## src/rtl/fast_control_pkg.sv

```systemverilog
// Shared fast-control definitions: frame header/trailer, command code type,
// code legality check and frame construction. Also used by the fanout's
// cleanup and debug logic.
package fast_control_pkg;

    localparam logic [2:0] FC_HEADER  = 3'b110;
    localparam logic       FC_TRAILER = 1'b1;

    typedef logic [3:0] fc_code_t;

    // Codes that would place a 110 pattern inside the frame body and confuse
    // the receiver's header lock.
    function automatic logic fc_code_legal(input fc_code_t code);
        logic legal;
        case (code)
            4'h6, 4'hC, 4'hD, 4'hE: legal = 1'b0;
            default:                legal = 1'b1;
        endcase
        return legal;
    endfunction

    // Frame layout, MSB first: 1,1,0,p3,p2,p1,p0,1
    function automatic logic [7:0] fc_make_frame(input fc_code_t code);
        return {FC_HEADER, code, FC_TRAILER};
    endfunction

endpackage

```

## src/rtl/fc_cmd_fifo.sv

```systemverilog
// Command FIFO for the fast-command encoder. Synchronous push/pop with
// full/empty/level, asynchronous active-high reset. DEPTH must be a power of
// two so the pointers wrap naturally.
module fc_cmd_fifo
    import fast_control_pkg::*;
#(
    parameter int unsigned DEPTH = 4
) (
    input  logic                     clk_i,
    input  logic                     rst_i,
    input  logic                     push_i,
    input  fc_code_t                 data_i,
    input  logic                     pop_i,
    output fc_code_t                 data_o,
    output logic                     full_o,
    output logic                     empty_o,
    output logic [$clog2(DEPTH):0]   level_o
);

    localparam int unsigned AW = $clog2(DEPTH);
    localparam int unsigned LW = AW + 1;

    fc_code_t          mem_q [DEPTH];
    logic [AW-1:0]     wr_ptr_q, wr_ptr_d;
    logic [AW-1:0]     rd_ptr_q, rd_ptr_d;
    logic [LW-1:0]     level_q,  level_d;
    logic              do_push;
    logic              do_pop;

    assign full_o  = (level_q == LW'(DEPTH));
    assign empty_o = (level_q == '0);
    assign level_o = level_q;
    assign data_o  = mem_q[rd_ptr_q];

    // Requests that cannot be honoured are dropped here as a safety net.
    assign do_push = push_i && !full_o;
    assign do_pop  = pop_i && !empty_o;

    // Next pointer and occupancy values.
    always_comb begin
        wr_ptr_d = wr_ptr_q;
        rd_ptr_d = rd_ptr_q;
        level_d  = level_q;
        if (do_push) begin
            wr_ptr_d = wr_ptr_q + AW'(1);
        end
        if (do_pop) begin
            rd_ptr_d = rd_ptr_q + AW'(1);
        end
        case ({do_push, do_pop})
            2'b10:   level_d = level_q + LW'(1);
            2'b01:   level_d = level_q - LW'(1);
            default: level_d = level_q;
        endcase
    end

    // Pointer and level registers; reset flushes the FIFO.
    always_ff @(posedge clk_i or posedge rst_i) begin
        if (rst_i) begin
            wr_ptr_q <= '0;
            rd_ptr_q <= '0;
            level_q  <= '0;
        end else begin
            wr_ptr_q <= wr_ptr_d;
            rd_ptr_q <= rd_ptr_d;
            level_q  <= level_d;
        end
    end

    // Storage is not reset; stale entries are unreachable once level is 0.
    always_ff @(posedge clk_i) begin
        if (do_push) begin
            mem_q[wr_ptr_q] <= data_i;
        end
    end

endmodule

```

## src/rtl/fast_command_encoder.sv

```systemverilog
// Fast-command encoder: accepts 4-bit codes over valid/ready, queues them,
// frames each as 110pppp1 and shifts the frame out MSB-first, one bit per
// int_fast_clock cycle. Idle frames fill the gaps.
// Optional periodic BCR insertion is built when FC_ENCODER_ORBIT_BCR_EN is
// defined; otherwise the orbit counter is absent and BCR_CODE/ORBIT_FRAMES
// are ignored.
module fast_command_encoder
    import fast_control_pkg::*;
#(
    parameter int unsigned FIFO_DEPTH   = 4,
    parameter int unsigned ORBIT_FRAMES = 3564,
    parameter fc_code_t    BCR_CODE     = 4'h2,
    parameter fc_code_t    IDLE_CODE    = 4'h0
) (
    input  logic                          int_fast_clock,
    input  logic                          arst,
    input  logic                          enable,
    input  logic                          cmd_valid,
    input  fc_code_t                      cmd_code,
    output logic                          cmd_ready,
    output logic                          int_fast_command,
    output logic                          frame_start,
    output logic [$clog2(FIFO_DEPTH):0]   fifo_level,
    output logic [7:0]                    illegal_count
);

    logic [2:0]  bit_ctr_q;
    logic [7:0]  shift_q;
    logic        frame_start_q;
    logic [7:0]  illegal_q, illegal_d;
    logic        load;
    logic        handshake;
    logic        code_legal;
    logic        fifo_push;
    logic        fifo_pop;
    logic        fifo_full;
    logic        fifo_empty;
    fc_code_t    fifo_head;
    logic        take_head;
    logic [7:0]  next_frame;

    // Every eighth edge (bit_ctr==7) loads a fresh frame; reset puts the
    // counter at 7 so the first edge after release is a load edge.
    assign load       = (bit_ctr_q == 3'd7);
    assign code_legal = fc_code_legal(cmd_code);
    assign handshake  = cmd_valid && cmd_ready;
    assign fifo_push  = handshake && code_legal;
    assign fifo_pop   = load && take_head;

    assign cmd_ready        = !fifo_full;
    assign int_fast_command = shift_q[7];
    assign frame_start      = frame_start_q;
    assign illegal_count    = illegal_q;

    fc_cmd_fifo #(
        .DEPTH   (FIFO_DEPTH)
    ) u_fifo (
        .clk_i   (int_fast_clock),
        .rst_i   (arst),
        .push_i  (fifo_push),
        .data_i  (cmd_code),
        .pop_i   (fifo_pop),
        .data_o  (fifo_head),
        .full_o  (fifo_full),
        .empty_o (fifo_empty),
        .level_o (fifo_level)
    );

`ifdef FC_ENCODER_ORBIT_BCR_EN
    localparam int unsigned ORB_W = 12;

    logic [ORB_W-1:0] orbit_ctr_q;
    logic             bcr_due;

    assign bcr_due = enable && (orbit_ctr_q == '0);

    // Frame counter within the orbit; advances on every load edge even when
    // disabled so the BCR phase stays locked to the frame grid.
    always_ff @(posedge int_fast_clock or posedge arst) begin
        if (arst) begin
            orbit_ctr_q <= '0;
        end else if (load) begin
            if (orbit_ctr_q == ORB_W'(ORBIT_FRAMES - 1)) begin
                orbit_ctr_q <= '0;
            end else begin
                orbit_ctr_q <= orbit_ctr_q + ORB_W'(1);
            end
        end
    end

    // Next-frame priority: BCR, then FIFO head, then idle. A head displaced
    // by BCR stays in the FIFO and goes out in the following frame.
    always_comb begin
        next_frame = fc_make_frame(IDLE_CODE);
        take_head  = 1'b0;
        if (bcr_due) begin
            next_frame = fc_make_frame(BCR_CODE);
        end else if (enable && !fifo_empty) begin
            next_frame = fc_make_frame(fifo_head);
            take_head  = 1'b1;
        end
    end
`else
    logic unused_bcr_cfg;
    assign unused_bcr_cfg = ^{BCR_CODE, 12'(ORBIT_FRAMES)};

    // Next-frame priority: FIFO head, then idle.
    always_comb begin
        next_frame = fc_make_frame(IDLE_CODE);
        take_head  = 1'b0;
        if (enable && !fifo_empty) begin
            next_frame = fc_make_frame(fifo_head);
            take_head  = 1'b1;
        end
    end
`endif

    // Bit counter, serializer and frame marker; reset abandons any partial
    // frame.
    always_ff @(posedge int_fast_clock or posedge arst) begin
        if (arst) begin
            bit_ctr_q     <= 3'd7;
            shift_q       <= '0;
            frame_start_q <= 1'b0;
        end else begin
            bit_ctr_q     <= bit_ctr_q + 3'd1;
            frame_start_q <= load;
            if (load) begin
                shift_q <= next_frame;
            end else begin
                shift_q <= {shift_q[6:0], 1'b0};
            end
        end
    end

    // Saturating count of consumed-but-rejected codes.
    always_comb begin
        illegal_d = illegal_q;
        if (handshake && !code_legal && (illegal_q != 8'hFF)) begin
            illegal_d = illegal_q + 8'd1;
        end
    end

    // Illegal-code counter register.
    always_ff @(posedge int_fast_clock or posedge arst) begin
        if (arst) begin
            illegal_q <= '0;
        end else begin
            illegal_q <= illegal_d;
        end
    end

endmodule

```

## config.mk

```make
export PLATFORM = sky130hd
export DESIGN_NAME = fast_command_encoder
export DESIGN_NICKNAME = d
export VERILOG_FILES = /design/src/rtl/fast_control_pkg.sv /design/src/rtl/fc_cmd_fifo.sv /design/src/rtl/fast_command_encoder.sv
export SDC_FILE = /design/constraint.sdc
export NUM_CORES = 1
export LEC_CHECK = 0
export CAP_MARGIN = 20
export CORE_MARGIN = 3
export CORE_UTILIZATION = 49
export DETAILED_ROUTE_END_ITERATION = 8
export GPL_TIMING_DRIVEN = 0
export PLACE_DENSITY = 0.74
export SETUP_SLACK_MARGIN = 0.05
export SLEW_MARGIN = 20
export SYNTH_ARGS = -nofsm -noshare
export SYNTH_HDL_FRONTEND = slang
export SYNTH_SLANG_ARGS = --single-unit
```

## constraint.sdc

```tcl
create_clock -name int_fast_clock -period 2.34 [get_ports int_fast_clock]
set_input_delay 0.351 -clock int_fast_clock [delete_from_list [all_inputs] [get_ports int_fast_clock]]
set_output_delay 0.351 -clock int_fast_clock [all_outputs]
set_load 0.01 [all_outputs]
```

==> results of run 1 <==
## cells by family (layout without fill, tap and decap cells)
family | Yosys count | in the layout | share of synthesized area, %
DFF | 42 | 42 | 62.8
AOI/OAI and AO/OA | 7 | 7 | 3.46
adders and majority gates | 9 | 9 | 6.65
buffers and inverters | 15 | 51 | 3.53
xor gates and xnor gates | 12 | 12 | 5.82
muxes | 8 | 8 | 7.62
and+or+nand+nor | 32 | 32 | 10.1
## path summary, 6_finish.rpt
path	cells after the start	slack [ns]	end
max	10	0.15	u_fifo.level_o[2]
min	2	0.30	illegal_count[2]
max reg2reg	10	0.15	u_fifo.level_o[2]
min reg2reg	1	0.44	shift_q[7]
max in group asynchronous	3	1.54	bit_ctr_q[1]
min in group int_fast_clock	1	0.44	shift_q[7]
## repair_timing
| action | in CTS | in global routing |
|---|---|---|
| hold buffers | 0 | 0 |
| cloned | 0 | 0 |
| resized for setup | 11 | 3 |
| endpoints found under the setup margin | 2 | 1 |
| pin swaps | 2 | 2 |
| buffers inserted | 6 | 1 |
## worst max-delay path, stage by stage, from the launching register on
cell	delay [ns]
dfrtp_1	0.40
or3b_4	0.40
and3_4	0.19
buf_6	0.12
inv_1	0.05
ha_2	0.17
inv_1	0.05
fa_2	0.33
xor2_1	0.14
nor2_1	0.12
xor2_1	0.15
## cells in the final DEF (no fill, tap or decap), drive strengths merged, types with 2 or more instances in the layout
cell type and count:
mux2 3, mux4 4, nand2 8, and2 4, ha 8, nor2b 3, dlygate4sd2 3, clkdlybuf4s50 17
dfstp 3, dfrtp 23, or2 2, nand4 2, xor2 9, clkbuf 8, o21ai 5, nor2 4
nand3 2, xnor2 3, edfxtp 16, buf 9, nor4 2, inv 12
## layer usage
metal  share of wire [%]  vias up
li1                    -      496
met5                   0        -
met3                 3.6        9
met4                 3.1        0
met1                  44      513
met2                  50       19
## sequential cells by signal, summed over array words and instances (netlist names)
register,count
bit_ctr_q,3
illegal_count,8
shift_q,8
u_fifo.level_o,3
u_fifo.mem_q,16
u_fifo.rd_ptr_q,2
u_fifo.wr_ptr_q,2
## power groups by stage
stage / clock network, uW / logic [uW] / registers (uW)
5_1_grt: 514 / 800 / 1070
6_report: 466 / 717 / 1050
2_1_floorplan: 0 / 383 / 1080
3_3_place_gp: 0 / 616 / 1070
4_1_cts: 476 / 719 / 1050
3_5_place_dp: 0 / 635 / 1080
## area by class of cell
cell class	instances	area (sq um)
fill	267	1170
sequential	42	1130
multi-input combinational	68	656
timing repair buffer	29	277
clock buffer	7	86.3
tap	46	57.6
inverter	12	45.0
buffer	2	15.0
clock inverter	1	5.00
## stage by stage
stage	instances	instance area [sq um]	total power, uW
after floorplan	125	1810	1460
after global placement	192	2080	1690
after detailed placement	192	2080	1720
after CTS	205	2240	2240
after global routing	207	2280	2380
final	207	2280	2230
==> summary.txt, run 1 <==
Run status
  – Status: finished, final reports clean

Yosys
  – Prevailing post-synth register cell: dfrtp_1
  – Cells after synthesis: about 130
  – Commonest cells post-synth: 23 x dfrtp_1, 16 x edfxtp_1, 12 x inv_1, 9 x xor2_1
  – Post-Syn Nets: approximately 140
  – Synth Register Bits: 42
  – Unique masters post-synth: 31
  – EDFF count, synth: 16
  – Seq/Total Area, Yosys: between 60 and 70%
  – Synth async-reset ratio: 61.9%
  – Top post-synthesis cells by area: dfrtp_1 32%, edfxtp_1 27%, ha_1 5.5%
  – YS warnings: 0
  – Synth Cell Area: 1810 sq um
  – Area leader, netlist: dfrtp_1
  – Top-count cell post-synth: dfrtp_1
  – Post-synth top area share: between 30% and 40%
  – Synth Area per Inst: between 10 and 15 sq um

Floorplanning
  – Core Rows: 21
  – Die Area: 4450 sq um
  – # IOs: 22
  – Die width: between 60 and 70 um
  – Initial Utilization: 52.5%
  – Die Ht: between 60 and 70 um
  – Core box area: roughly 3400 sq um

Min path
  – Hold WC Path Type: in2async

Drt
  – TritonRoute pass-1 iters: 4
  – Routed Antenna Nets: 0
  – DR vias/cell: around 5.0
  – Routed Wire Length: around 3000 um
  – DRT iter0 DRCs: 21
  – Avg WL per Cell: 14.7 um
  – DRC Markers: 0
  – Via count: 1037

Pwr
  – Seq pwr share: a little under half
  – Comb pwr share: approximately 32%
  – P_int: 1580 uW
  – Max IR drop VDD: approximately 0.6 mV
  – Pleak: 0.000978 uW
  – Pwr per Cell Area: 979 nW/um^2
  – Clock network fraction of design power: between 20% and 30%
  – Switching Fraction: 29.0%
  – NetSw: between 600 and 700 uW

Worst setup path
  – Crit-path max FO: 7
  – Start point of the critical path: u_fifo.level_o[1]
  – WP data arrival: 2.41 ns
  – R2R Path Start: u_fifo.level_o[1]
  – Type of origin of the critical path: flip-flop
  – Crit Path Category: reg2reg
  – Crit end category: flip-flop
  – Req. time, crit path: roughly 2.6 ns

Layout
  – Final nets: 177
  – Share of cells above drive strength 1: about a quarter
  – Area Overhead vs Synth: 26.0%
  – Final core utilization: around two thirds
  – Antenna cells: 0

Job
  – Max cap viols: 0

Clocking
  – Later-pin clock latency in the skew report: between 0.2 and 0.3 ns
  – TritonCTS clock tree: built
  – H-tree levels: 2
  – TritonCTS Buffers: 5
  – Reg clk slew, reported paths: around 0.070 ns
  – Clock Path Buffers: 2
  – CTS sink count: 42
  – Root buffer cell: clkbuf_8

Global routing
  – GRT busiest layer: met2
  – First-pass GRT wire length: approximately 5200 um
  – Initial antenna violation count: 0
  – Grt met3 use: 5.90%
  – GRT met2 Usage: between 20% and 30%
  – Met1 GRT Util: about a fifth
  – GRT overflow: 0
  – Tot GR Track Use: 16.6%
  – Largest net degree at the start of global routing: 27
  – Vias in the first global route: around 1100

STA
  – Slew headroom: 70.7%
  – Final Cycle Share: 93.7%
  – Setup-failing EPs final: 0
  – Peak Freq: around 0.46 GHz
  – Max Slew Vio Count: 0
  – Post-route worst setup slack: ~0.15 ns
  – Fin Clk Skew: 0.00266 ns
  – RSZ-0062 raised after global routing: false
  – Final hold vios: 0
  – Minimum clock period: about 2.2 ns
  – Post-Route Setup TNS: 0 ns
  – Slew @ Worst Pin: 0.439 ns
  – Minimum hold slack: 0.296 ns

Place
  – Pre-CTS setup slack: -0.508 ns
  – Final GP Congestion: around 0.77
  – IO buf count: 21
  – Post-detail-place hpwl: ~2100 um
Power figures use the tool's default switching activity.
==> inputs of run 2 (changes only) <==
--- a/config.mk
+++ b/config.mk
@@ -6,7 +6,7 @@
 export NUM_CORES = 1
 export LEC_CHECK = 0
 export CAP_MARGIN = 20
-export CORE_MARGIN = 3
+export CORE_MARGIN = 2
 export CORE_UTILIZATION = 49
 export DETAILED_ROUTE_END_ITERATION = 8
 export GPL_TIMING_DRIVEN = 0
==> summary.txt, run 2 (synthesized netlist as in run 1, its figures left out) <==
Global routing
  – Vias in the first global route: 1057 (-4.2%)
  – First-pass GRT wire length: 5080 um (-2.5%)
  – Initial antenna violation count: 0 (unchanged)
  – Largest net degree at the start of global routing: 27 (unchanged)
  – GRT overflow: 0 (unchanged)
  – Tot GR Track Use: 16.7% (+0.090 points)

Clocking
  – CTS sink count: 42 (unchanged)
  – H-tree levels: 2 (unchanged)
  – Later-pin clock latency in the skew report: 0.29 ns (about the same)
  – Reg clk slew, reported paths: 0.08 ns (about the same)
  – TritonCTS Buffers: 5 (unchanged)
  – Root buffer cell: clkbuf_8
  – TritonCTS clock tree: built
  – Clock Path Buffers: 2 (unchanged)

Pwr
  – Pwr per Cell Area: 1050 nW/um^2 (+7.4%)
  – Final total power: 2440 uW (+9.4%)
  – Pleak: 0.000986 uW (+0.85%)
  – Max IR drop VDD: 0.611 mV (+1.2%)

STA
  – Final Cycle Share: 94.2% (+0.51 points)
  – Slew headroom: 67.1% (-3.7 points)
  – Minimum clock period: 2.20 ns (+0.0120 ns)
  – RSZ-0062 raised after global routing: false
  – Slew @ Worst Pin: 0.494 ns (+0.0543 ns)
  – Setup-failing EPs final: 0 (unchanged)
  – Peak Freq: 0.454 GHz (-0.54%)
  – Max Slew Vio Count: 0 (unchanged)
  – Final hold vios: 0 (unchanged)
  – Fin Clk Skew: 0.00552 ns (+0.00286 ns)

Worst setup path
  – R2R Path End: u_fifo.level_o[2]
  – Crit end category: flip-flop
  – Crit-path max FO: 7 (unchanged)
  – Worst r2r path cells: 10 (unchanged)
  – Crit Path Category: reg2reg
  – Type of origin of the critical path: flip-flop
  – WP data arrival: 2.42 ns (about the same)
  – Req. time, crit path: 2.56 ns (about the same)
  – Setup slack, reg-to-reg: 0.14 ns (about the same)
  – R2R Path Start: u_fifo.level_o[0]

Floorplanning
  – Die Ht: 64.7 um (-3.0%)
  – Core box area: 3610 sq um (+4.8%)
  – Core Rows: 22 (+4.8%)
  – Die width: 64.7 um (-3.0%)
  – Die Area: 4190 sq um (-5.9%)
  – # IOs: 22 (unchanged)
  – Initial Utilization: 50.1% (-2.4 points)

Drt
  – TritonRoute pass-1 iters: 4 (unchanged)
  – Avg WL per Cell: 14.4 um (-2.0%)
  – Wl on met1: 1280 um (-3.8%)
  – DRT iter0 DRCs: 31 (+48%)
  – DRC Markers: 0 (unchanged)
  – Routed Antenna Nets: 0 (unchanged)
  – Met3 WL: 113 um (+3.7%)
  – WL met2: 1530 um (+1.7%)
  – DR vias/cell: 4.96 (-1.1%)
  – Via count: 1026 (-1.1%)
  – Routed Wire Length: 2980 um (-2.0%)
  – Max layer used: met4

Layout
  – Area Overhead vs Synth: 28.3%
  – Most common cell after layout, fill and taps aside: dfrtp_1
  – Biggest register: u_fifo.mem_q
  – Final core utilization: 64.3% (-1.9 points)
  – Final Instance Count excl. Fillers: 207 (unchanged)
  – Commonest non-fill, non-tap cells in the layout: 23 x dfrtp_1, 17 x clkdlybuf4s50_1, 16 x edfxtp_1
  – Max FFs per register: 16 (unchanged)
  – Final nets: 175 (-1.1%)
  – Share of cells above drive strength 1: 26.4% (+0.33 points)
  – Antenna cells: 0 (unchanged)

Min path
  – Hold WC Path Type: in2async

Job
  – Max cap viols: 0 (unchanged)

Place
  – IO buf count: 21 (unchanged)
  – Final GP Congestion: 0.729 (-4.8%)
  – Post-detail-place hpwl: 2030 um (-5.3%)
  – Placed cell count: 194 (+1.0%)

Run status
  – Status: finished, final reports clean
==> run 2: through the flow <==
step                hold slack, ns  setup TNS (ns)  area [sq um]  setup WS [ns]
floorplan                    0.389               0          1810         0.0547
global placement             0.424          -0.701          2080         -0.443
detailed placement           0.430          -0.813          2080         -0.516
CTS                          0.450               0          2270         0.0797
global route                 0.404               0          2320         0.0478
finish                       0.371               0          2320          0.136
==> run 2: metal layers <==
| layer | vias up | global-route usage [%] |
|---|---|---|
| li1 | 495 | - |
| met1 | 506 | 21.3 |
| met2 | 19 | 25.5 |
| met3 | 6 | 6.25 |
| met4 | 0 | 7.18 |
| met5 | - | 0 |
==> run 2: final cells by class <==
type	instances	area, sq um
flip-flops and latches	42	1130
clock inverters	3	63.8
clock buffers	5	68.8
repair buffers	27	262
multi-input cells	68	666
plain buffers	2	15.0
well taps	48	60.1
fillers	292	1290
inverters	12	47.5
==> run 2: critical path, cell delays in order (launching register included) <==
cell	delay (ns)
dfrtp_1	0.39
or3b_4	0.42
and3_4	0.19
buf_6	0.13
inv_4	0.06
ha_4	0.14
inv_2	0.04
fa_2	0.33
xor2_1	0.15
nor2_1	0.12
xor2_1	0.16
==> run 2: power breakdown <==
part | internal [uW] | switching [uW]
registers | 938 | 112
clock network | 422 | 240
logic | 411 | 313
==> run 2: worst max path at each step <==
stage	end	startpoint	depth (start not counted)	slack, ns
6_report	u_fifo.level_o[2]	u_fifo.level_o[0]	10	0.14
5_1_grt	u_fifo.level_o[2]	u_fifo.level_o[0]	10	0.05
4_1_cts	u_fifo.level_o[2]	u_fifo.level_o[1]	10	0.08
3_5_place_dp	u_fifo.level_o[2]	cmd_code[1]	12	-0.52
3_3_place_gp	u_fifo.level_o[2]	cmd_code[1]	12	-0.44
2_1_floorplan	u_fifo.level_o[2]	u_fifo.level_o[0]	10	0.05
==> run 2: timing repair <==
| item | in CTS | in global routing |
|---|---|---|
| hold buffers | 0 | 0 |
| gates resized for setup | 12 | 6 |
| pin swaps | 1 | 4 |
| buffers inserted | 4 | 1 |
| setup endpoints to repair | 2 | 1 |
==> edit (flow settings as in run 1) <==
Set the parameter `FIFO_DEPTH` to 8 (it was 4).
--- a/src/rtl/fast_command_encoder.sv
+++ b/src/rtl/fast_command_encoder.sv
@@ -7,7 +7,7 @@
 module fast_command_encoder
     import fast_control_pkg::*;
 #(
-    parameter int unsigned FIFO_DEPTH   = 4,
+    parameter int unsigned FIFO_DEPTH   = 8,
     parameter int unsigned ORBIT_FRAMES = 3564,
     parameter fc_code_t    BCR_CODE     = 4'h2,
     parameter fc_code_t    IDLE_CODE    = 4'h0
Ports: changed (resized fifo_level); port bits go from 22 to 23. No check against the original RTL was run, so the function may have changed too.
==> edit against run 1 <==
- cell area up 43%
- total power up 56%
- area after synthesis up 45%
- sequential cell count up 19
- maximum frequency down 3.1%
- wire length up 56%
- global-route usage up 1.2 points
- worst setup slack worse by 69 ps
- critical endpoint unchanged
- largest cell class unchanged
- highest routed layer unchanged
==> edit: results (changes against run 1) <==
result of the run=finished, final reports clean; global routing met3 resource utilization=0.0442 (-0.0148); utilization after layout=0.656 (-0.00476); flip-flop count of the largest register, all copies and words added=32 (+16); H-tree depth reported by CTS=3 (+1); syn_nets=183 (+29%); met2 WL post-DR=2470 µm (+64%); R2R setup slack=80 ps (-70 ps); clkbuf count=14 (+7); Seq area share=0.522 (+0.0235); Post-synth top flop=sky130_fd_sc_hd__edfxtp_1; area occupied by multi-input gates=967 µm² (+48%); FILL cells=372 (+39%); clock-cell share of area=0.0544 (+0.0142); post-DP HPWL=3340 µm (+56%); wire length on met1=2000 µm (+50%); synthesized instance count=167 (+34%); Port-buffer cells=22 (+4.8%); number of global-route vias before repair=1633 (+48%); maximum vdd drop=0.666 mV (+10%); WL final=4740 µm (+56%); library cells used by synthesis=40 (+29%); core footprint=4940 µm² (+44%); final layout net count=225 (+27%); Critical Path AT=2500 ps (+90 ps); fraction of final layout cells sized beyond drive strength 1=0.266 (+0.00549); maximum single-stage delay on the critical path=540 ps (+140 ps); post-placement worst setup slack=-505 ps (+2.96 ps); multiplexer share of the synthesized area=0.0987 (+0.0225); count of flip-flops with a built-in enable after synthesis=32 (+16); fraction of area in non-clock buffers=0.0914 (-0.0367); Worst Skew=5.47 ps (+2.81 ps); area after detailed placement=2940 µm² (+41%); cell types occupying the most area after synthesis=sky130_fd_sc_hd__edfxtp_1, sky130_fd_sc_hd__dfrtp_1, sky130_fd_sc_hd__mux4_2; largest net degree at the start of global routing=30 (+11%); met2 track demand over resource in global routing=0.294 (+0.0363); wire length of the first global-routing pass=8250 µm (+58%); multi-input combinational cell count=96 (+41%); fraction of met1 tracks used by global routing=0.221 (+0.0180); count of non-filler cells in the finished layout=281 (+36%); Num CTS Buffers=9 (+4); xor and xnor area share after synthesis=0.0536 (-0.00453); non-clock inverter count in the final layout=7 (-5); leakage power summed over all cells=0.00123 µW (+26%); fraction of synthesis flops using an asynchronous set or reset pin=0.475 (-0.144); r2r startpoint=u_fifo.level_o[0]
-- edit: changes by cell type after synthesis, moves of 3 or more --
cell	run 1	this run
sky130_fd_sc_hd__mux2i_1	1	4
sky130_fd_sc_hd__nor3_1	1	6
sky130_fd_sc_hd__o22ai_1	0	4
sky130_fd_sc_hd__and2_2	4	0
sky130_fd_sc_hd__edfxtp_1	16	32
sky130_fd_sc_hd__o21ai_0	5	1
sky130_fd_sc_hd__dfrtp_1	23	26
sky130_fd_sc_hd__nor2_1	3	6
sky130_fd_sc_hd__inv_1	12	6
sky130_fd_sc_hd__mux4_2	4	8
sky130_fd_sc_hd__nand3_1	2	7
-- edit: timing repair --
| action | CTS | global route |
|---|---|---|
| gates resized for setup | 13 | 3 |
| pin swaps | 4 | 2 |
| setup buffers | 8 | 1 |
| cloned | 0 | 0 |
| endpoints found under the setup margin | 11 | 3 |
-- edit: power breakdown --
part / switching [µW] / internal [µW] / leakage, µW / total (µW)
combinational: 499 / 590 / 0.000506 / 1090
clock: 359 / 491 / 0.0000863 / 851
sequential: 183 / 1360 / 0.000641 / 1540
-- edit: worst min-delay path by stage --
| stage | startpoint | endpoint | slack, ps | cells after the start |
|---|---|---|---|---|
| 6_report | arst | shift_q[0] | 420 | 2 |
| 5_1_grt | arst | shift_q[7] | 450 | 2 |
| 4_1_cts | shift_q[5] | shift_q[6] | 440 | 1 |
| 3_5_place_dp | shift_q[5] | shift_q[6] | 420 | 1 |
| 3_3_place_gp | shift_q[5] | shift_q[6] | 410 | 1 |
| 2_1_floorplan | shift_q[5] | shift_q[6] | 410 | 1 |
